## src/rtl/led_code_sequencer.sv

```systemverilog
// Running-light code generator for a 3-to-8 LED decoder: a prescaled up/down
// 3-bit counter with debounced pause/resume and direction push-buttons.
module led_code_sequencer #(
  parameter int CNT_MAX      = 24_999_999,
  parameter int DEBOUNCE_MAX = 999_999
) (
  input  logic       sys_clk,
  input  logic       sys_rst_n,
  input  logic       key_pause,
  input  logic       key_dir,
  output logic [2:0] code_out,
  output logic       step,
  output logic       running
);

  localparam int PW = (CNT_MAX < 1) ? 1 : $clog2(CNT_MAX + 1);
  localparam int KW = $clog2(DEBOUNCE_MAX + 1);
  localparam logic [PW-1:0] PCNT_MAX = PW'(CNT_MAX);
  localparam logic [KW-1:0] KCNT_MAX = KW'(DEBOUNCE_MAX);

  typedef enum logic {
    S_RUN   = 1'b0,
    S_PAUSE = 1'b1
  } state_t;

  // Key index 0 is pause, index 1 is direction.
  logic [1:0]    key_raw;
  logic [1:0]    sync1;
  logic [1:0]    sync2;
  logic [1:0]    press;
  logic [KW-1:0] kcnt [2];

  state_t        state;
  state_t        state_nx;
  logic          tick;
  logic [PW-1:0] pcnt;
  logic          dir;

  assign key_raw = {key_dir, key_pause};

  // Press fires on the cycle kcnt reaches DEBOUNCE_MAX; saturation keeps a held key to one pulse.
  always_ff @(posedge sys_clk or negedge sys_rst_n) begin
    if (!sys_rst_n) begin
      sync1   <= 2'b11;
      sync2   <= 2'b11;
      press   <= 2'b00;
      kcnt[0] <= '0;
      kcnt[1] <= '0;
    end else begin
      sync1 <= key_raw;
      sync2 <= sync1;
      for (int i = 0; i < 2; i++) begin
        if (sync2[i]) begin
          kcnt[i]  <= '0;
          press[i] <= 1'b0;
        end else if (kcnt[i] < KCNT_MAX) begin
          kcnt[i]  <= kcnt[i] + 1'b1;
          press[i] <= (kcnt[i] == KCNT_MAX - 1'b1);
        end else begin
          press[i] <= 1'b0;
        end
      end
    end
  end

  always_ff @(posedge sys_clk or negedge sys_rst_n) begin
    if (!sys_rst_n) state <= S_RUN;
    else            state <= state_nx;
  end

  always_comb begin
    state_nx = state;
    tick     = 1'b0;
    if (press[0]) state_nx = (state == S_RUN) ? S_PAUSE : S_RUN;
    if (state == S_RUN && pcnt == PCNT_MAX) tick = 1'b1;
  end

  assign running = (state == S_RUN);

  // The tick uses the pre-edge state and dir, so simultaneous presses only affect later ticks.
  always_ff @(posedge sys_clk or negedge sys_rst_n) begin
    if (!sys_rst_n) begin
      pcnt     <= '0;
      dir      <= 1'b0;
      code_out <= 3'd0;
      step     <= 1'b0;
    end else begin
      if (state == S_RUN) pcnt <= tick ? '0 : pcnt + 1'b1;
      dir  <= dir ^ press[1];
      step <= tick;
      if (tick) code_out <= dir ? code_out - 3'd1 : code_out + 3'd1;
    end
  end

endmodule

```

## config.mk

```make
export PLATFORM = sky130hd
export DESIGN_NAME = led_code_sequencer
export DESIGN_NICKNAME = d
export VERILOG_FILES = /design/src/rtl/led_code_sequencer.sv
export SDC_FILE = /design/constraint.sdc
export NUM_CORES = 1
export LEC_CHECK = 0
export CORE_MARGIN = 3
export CORE_UTILIZATION = 60
export CTS_CLUSTER_DIAMETER = 100
export DETAILED_ROUTE_END_ITERATION = 10
export GPL_TIMING_DRIVEN = 0
export PLACE_DENSITY = 0.89
export SYNTH_ARGS = -nofsm -noshare
export SYNTH_HDL_FRONTEND = slang
export SYNTH_SLANG_ARGS = --single-unit
```

## constraint.sdc

```tcl
create_clock -name sys_clk -period 5.5 [get_ports sys_clk]
set_input_delay 1.65 -clock sys_clk [delete_from_list [all_inputs] [get_ports sys_clk]]
set_output_delay 1.65 -clock sys_clk [all_outputs]
set_load 0.01 [all_outputs]
```

==> impl_results.html <==
<table>
<tr><th>Metric</th><th>Value</th></tr>
<tr><th colspan="2">Pwr</th></tr>
<tr><td>VDD IR max</td><td>0.1473 mV</td></tr>
<tr><td>Leak Pwr</td><td>1.813 nW</td></tr>
<tr><td>Cell area power density</td><td>229.8 nW/um2</td></tr>
<tr><th colspan="2">GRT</th></tr>
<tr><td>Leftover overflow at the end of global routing</td><td>0</td></tr>
<tr><td>Vias in the first global route</td><td>2877</td></tr>
<tr><td>Wire length of the first global-routing pass</td><td>13110 um</td></tr>
<tr><td>Pin count of the biggest net entering global routing</td><td>44</td></tr>
<tr><td>GRT Resource Usage Total</td><td>21.57%</td></tr>
<tr><td>Antenna violations before repair</td><td>0</td></tr>
<tr><th colspan="2">Setup path</th></tr>
<tr><td>Worst Setup Path Type</td><td>reg -&gt; out</td></tr>
<tr><td>Maximum fanout count along the critical path</td><td>7</td></tr>
<tr><td>Required time reported for the critical path endpoint</td><td>3850 ps</td></tr>
<tr><td>Cell depth of the worst flop-to-flop path</td><td>5</td></tr>
<tr><td>Flop-to-flop setup slack</td><td>3140 ps</td></tr>
<tr><td>Source of the worst register-to-register timing path</td><td>kcnt[12]</td></tr>
<tr><td>Endpoint of the most critical register-to-register path</td><td>kcnt[9]</td></tr>
<tr><td>Arrival time at the worst endpoint</td><td>1570 ps</td></tr>
<tr><td>Startpoint kind of the worst setup timing path</td><td>flip-flop</td></tr>
<tr><td>Critical path capture point type</td><td>output port</td></tr>
<tr><th colspan="2">Clock tree</th></tr>
<tr><td>Clock root cell</td><td>clkbuf_8</td></tr>
<tr><td>Number of sinks driven by the clock tree</td><td>77</td></tr>
<tr><td>Number of buffers created by CTS</td><td>9</td></tr>
<tr><td>TritonCTS clock tree</td><td>done</td></tr>
<tr><td>Clock Latency Late Sink</td><td>350 ps</td></tr>
<tr><td>Number of hold buffers added after cts</td><td>0</td></tr>
<tr><td>Maximum level of the CTS H-tree</td><td>3</td></tr>
<tr><td>Number of gates resized after cts</td><td>0</td></tr>
<tr><td>Worst-path clk slew</td><td>80 ps</td></tr>
<tr><td>Buffers inserted by post-CTS timing repair</td><td>0</td></tr>
<tr><td>CTS Buffer Depth</td><td>2</td></tr>
<tr><th colspan="2">STA</th></tr>
<tr><td>Maximum clock frequency</td><td>0.3110 GHz</td></tr>
<tr><td>Endpoints failing hold</td><td>0</td></tr>
<tr><td>Final number of setup-violating endpoints</td><td>0</td></tr>
<tr><td>Accumulated negative setup slack</td><td>0 ps</td></tr>
<tr><td>Setup repair after global routing missed its margin</td><td>false</td></tr>
<tr><td>Hold_ws</td><td>356.7 ps</td></tr>
<tr><td>Measured slew at the worst slew-check pin</td><td>741.4 ps</td></tr>
<tr><td>Worst rel slew slack</td><td>50.12%</td></tr>
<tr><td>Final-report max-slew violation count</td><td>0</td></tr>
<tr><td>Worst Skew</td><td>9.728 ps</td></tr>
<tr><td>Share of the clock period used by the worst path</td><td>58.46%</td></tr>
<tr><td>Post-route minimum period</td><td>3215 ps</td></tr>
<tr><th colspan="2">Run</th></tr>
<tr><td>Max-cap check violation count</td><td>0</td></tr>
<tr><th colspan="2">Die</th></tr>
<tr><td>Ports</td><td>9</td></tr>
<tr><td>Rows</td><td>29</td></tr>
<tr><td>Floorplan Core Area</td><td>6386 um2</td></tr>
<tr><td>Initial Utilization</td><td>62.62%</td></tr>
<tr><td>Total Die Area</td><td>7680 um2</td></tr>
<tr><td>Die Y</td><td>87.64 um</td></tr>
<tr><td>Die width</td><td>87.64 um</td></tr>
<tr><th colspan="2">Route</th></tr>
<tr><td>Post-route ant nets</td><td>0</td></tr>
<tr><td>Total number of vias</td><td>2959</td></tr>
<tr><td>Average wire per cell in the routed design</td><td>14.69 um</td></tr>
<tr><td>Initial DRC Count</td><td>154</td></tr>
<tr><td>Iteration count of the initial detailed-routing pass</td><td>4</td></tr>
<tr><td>DRC</td><td>0</td></tr>
<tr><td>Overall routed net length</td><td>7302 um</td></tr>
<tr><td>Post-DR vias/cell</td><td>5.954</td></tr>
<tr><th colspan="2">Synthesis</th></tr>
<tr><td>Average size of a mapped cell</td><td>10.12 um2</td></tr>
<tr><td>Count of flip-flops with a built-in enable after synthesis</td><td>0</td></tr>
<tr><td>Count of different cell masters after synthesis</td><td>54</td></tr>
<tr><td>Sequential share of the synthesized area</td><td>48.31%</td></tr>
<tr><td>Prevailing post-synth register cell</td><td>dfrtp_1</td></tr>
<tr><td>Yosys warning total</td><td>0</td></tr>
<tr><td>Share of flip-flops with an asynchronous set or reset after synthesis</td><td>100.0%</td></tr>
<tr><td>Flip-flop and latch count after synthesis</td><td>77</td></tr>
<tr><td>Mapped Nets</td><td>405</td></tr>
<tr><td>Synthesized netlist cell count</td><td>395</td></tr>
<tr><td>Combined area of all synthesized cells</td><td>3999 um2</td></tr>
<tr><th colspan="2">Min path</th></tr>
<tr><td>Start point of the worst min-delay path</td><td>sync1[1]</td></tr>
<tr><td>Hold Crit Class</td><td>reg -&gt; reg</td></tr>
<tr><td>Min-Delay Endpoint</td><td>sync2[1]</td></tr>
<tr><td>Cell count of the worst hold path</td><td>0</td></tr>
<tr><th colspan="2">Layout</th></tr>
<tr><td>Most common library cell in the layout ignoring fill and taps</td><td>dfrtp_1</td></tr>
<tr><td>Synthesis-to-layout area growth</td><td>9.512%</td></tr>
<tr><td>Fraction of final layout cells sized beyond drive strength 1</td><td>9.048%</td></tr>
<tr><td>Antenna cells</td><td>0</td></tr>
<tr><td>Util after Layout</td><td>68.57%</td></tr>
<tr><td>Post-layout nets</td><td>425</td></tr>
<tr><td>Most frequent cells in the layout</td><td>dfrtp_1 (73), nor2_1 (64), nand3_1 (30), xnor2_1 (30)</td></tr>
<tr><td>Fill count</td><td>465</td></tr>
<tr><th colspan="2">Placement</th></tr>
<tr><td>Post-detailed-placement half-perimeter wirelength</td><td>5013 um</td></tr>
<tr><td>RD Place Congestion</td><td>0.9011</td></tr>
<tr><td>Count of input and output buffers</td><td>8</td></tr>
<tr><th colspan="2">Status</th></tr>
<tr><td>Run status</td><td>finished, final reports clean</td></tr>
</table>
[synthesized netlist by cell type (2+ instances only)]
| cell type | count | area, um2 |
|---|---|---|
| nor4_1 | 3 | 18.77 |
| and3_1 | 8 | 50.05 |
| dfstp_2 | 4 | 105.1 |
| nand2b_1 | 3 | 18.77 |
| o21ai_0 | 2 | 10.01 |
| and4_2 | 2 | 20.02 |
| a21oi_1 | 8 | 40.04 |
| clkbuf_1 | 9 | 33.78 |
| and4_1 | 8 | 70.07 |
| or3_1 | 4 | 25.02 |
| o31ai_1 | 3 | 22.52 |
| dfrtp_1 | 73 | 1827 |
| a21o_1 | 2 | 15.01 |
| nand3_1 | 30 | 150.1 |
| xnor2_1 | 30 | 262.8 |
| nor3_1 | 5 | 25.02 |
| a211oi_1 | 14 | 105.1 |
| nand2_1 | 18 | 67.56 |
| nor2_1 | 64 | 240.2 |
| a31o_1 | 3 | 26.28 |
| inv_1 | 17 | 63.81 |
| mux2_1 | 3 | 33.78 |
| xor2_1 | 22 | 192.7 |
| nand4_1 | 22 | 137.6 |
| o2111ai_1 | 2 | 17.52 |
| nor2b_1 | 2 | 12.51 |
| ha_1 | 5 | 62.56 |
| a31oi_1 | 2 | 12.51 |
| nor4_4 | 2 | 42.54 |
[cell families (layout without fill, tap and decap cells)]
group                    count (synthesis)  after routing  share of synthesized area, %
adder cells (fa/ha/maj)                  6              6                         2.065
AND/OR/NAND/NOR                        180            180                         23.90
AO/OA/AOI/OAI                           48             48                         10.26
XOR/XNOR                                52             52                         11.39
multiplexers                             4              4                         1.095
flip-flops                              77             77                         48.31
buffers and inverters                   28             53                         2.972
[registers in the layout (all words and copies together), names as in the netlist]
signal    flops
kcnt         40
pcnt         25
code_out      3
press         2
sync1         2
sync2         2
dir           1
state         1
step          1
[stage by stage]
| stage | setup slack, ps | total power, mW | std cells | area [um2] |
|---|---|---|---|---|
| 4_1_cts | 2275 | 1.015 | 497 | 4379 |
| 5_1_grt | 2170 | 1.048 | 497 | 4379 |
| 3_5_place_dp | 2662 | 0.6205 | 481 | 4193 |
| 2_1_floorplan | 3212 | 0.6006 | 395 | 3999 |
| 3_3_place_gp | 253.6 | 0.6173 | 480 | 4175 |
| 6_report | 2285 | 1.006 | 497 | 4379 |
[layout make-up]
cell class	instances	area (um2)	share of cell area, %
multi-input combinational	290	1948	44.49
tap	77	96.34	2.200
sequential	77	1932	44.11
clock buffer	11	151.4	3.457
timing repair buffer	9	97.59	2.229
buffer	11	55.05	1.257
clock inverter	5	35.03	0.8000
inverter	17	63.81	1.457
[layer usage]
metal	track usage, %	share of wire [%]	vias up
met5	0	0	-
met4	7.810	1.5	0
met3	4.610	3.0	10
met2	34.73	49	57
met1	28.91	46	1439
li1	-	-	1453
[critical path, cell delays in order, from the launching register on]
cell and delay, ps:
dfrtp_1 360, clkbuf_1 170, inv_1 140, clkdlybuf4s50_1 550
[worst max-delay path by stage]
stage | to | depth (start not counted) | from | slack [ps]
6_report | running | 3 | state | 2280
5_1_grt | running | 3 | state | 2170
4_1_cts | running | 3 | state | 2280
3_5_place_dp | running | 3 | state | 2660
3_3_place_gp | kcnt[5] | 1 | sys_rst_n | 250
2_1_floorplan | running | 2 | state | 3210
[power breakdown]
part	switching, mW	internal (mW)	leakage (nW)
registers	0.00706	0.572	1.04
logic	0.0203	0.00953	0.687
clock network	0.210	0.188	0.0836
total	0.237	0.769	1.81
No activity file was read; power rests on OpenSTA's default activity.
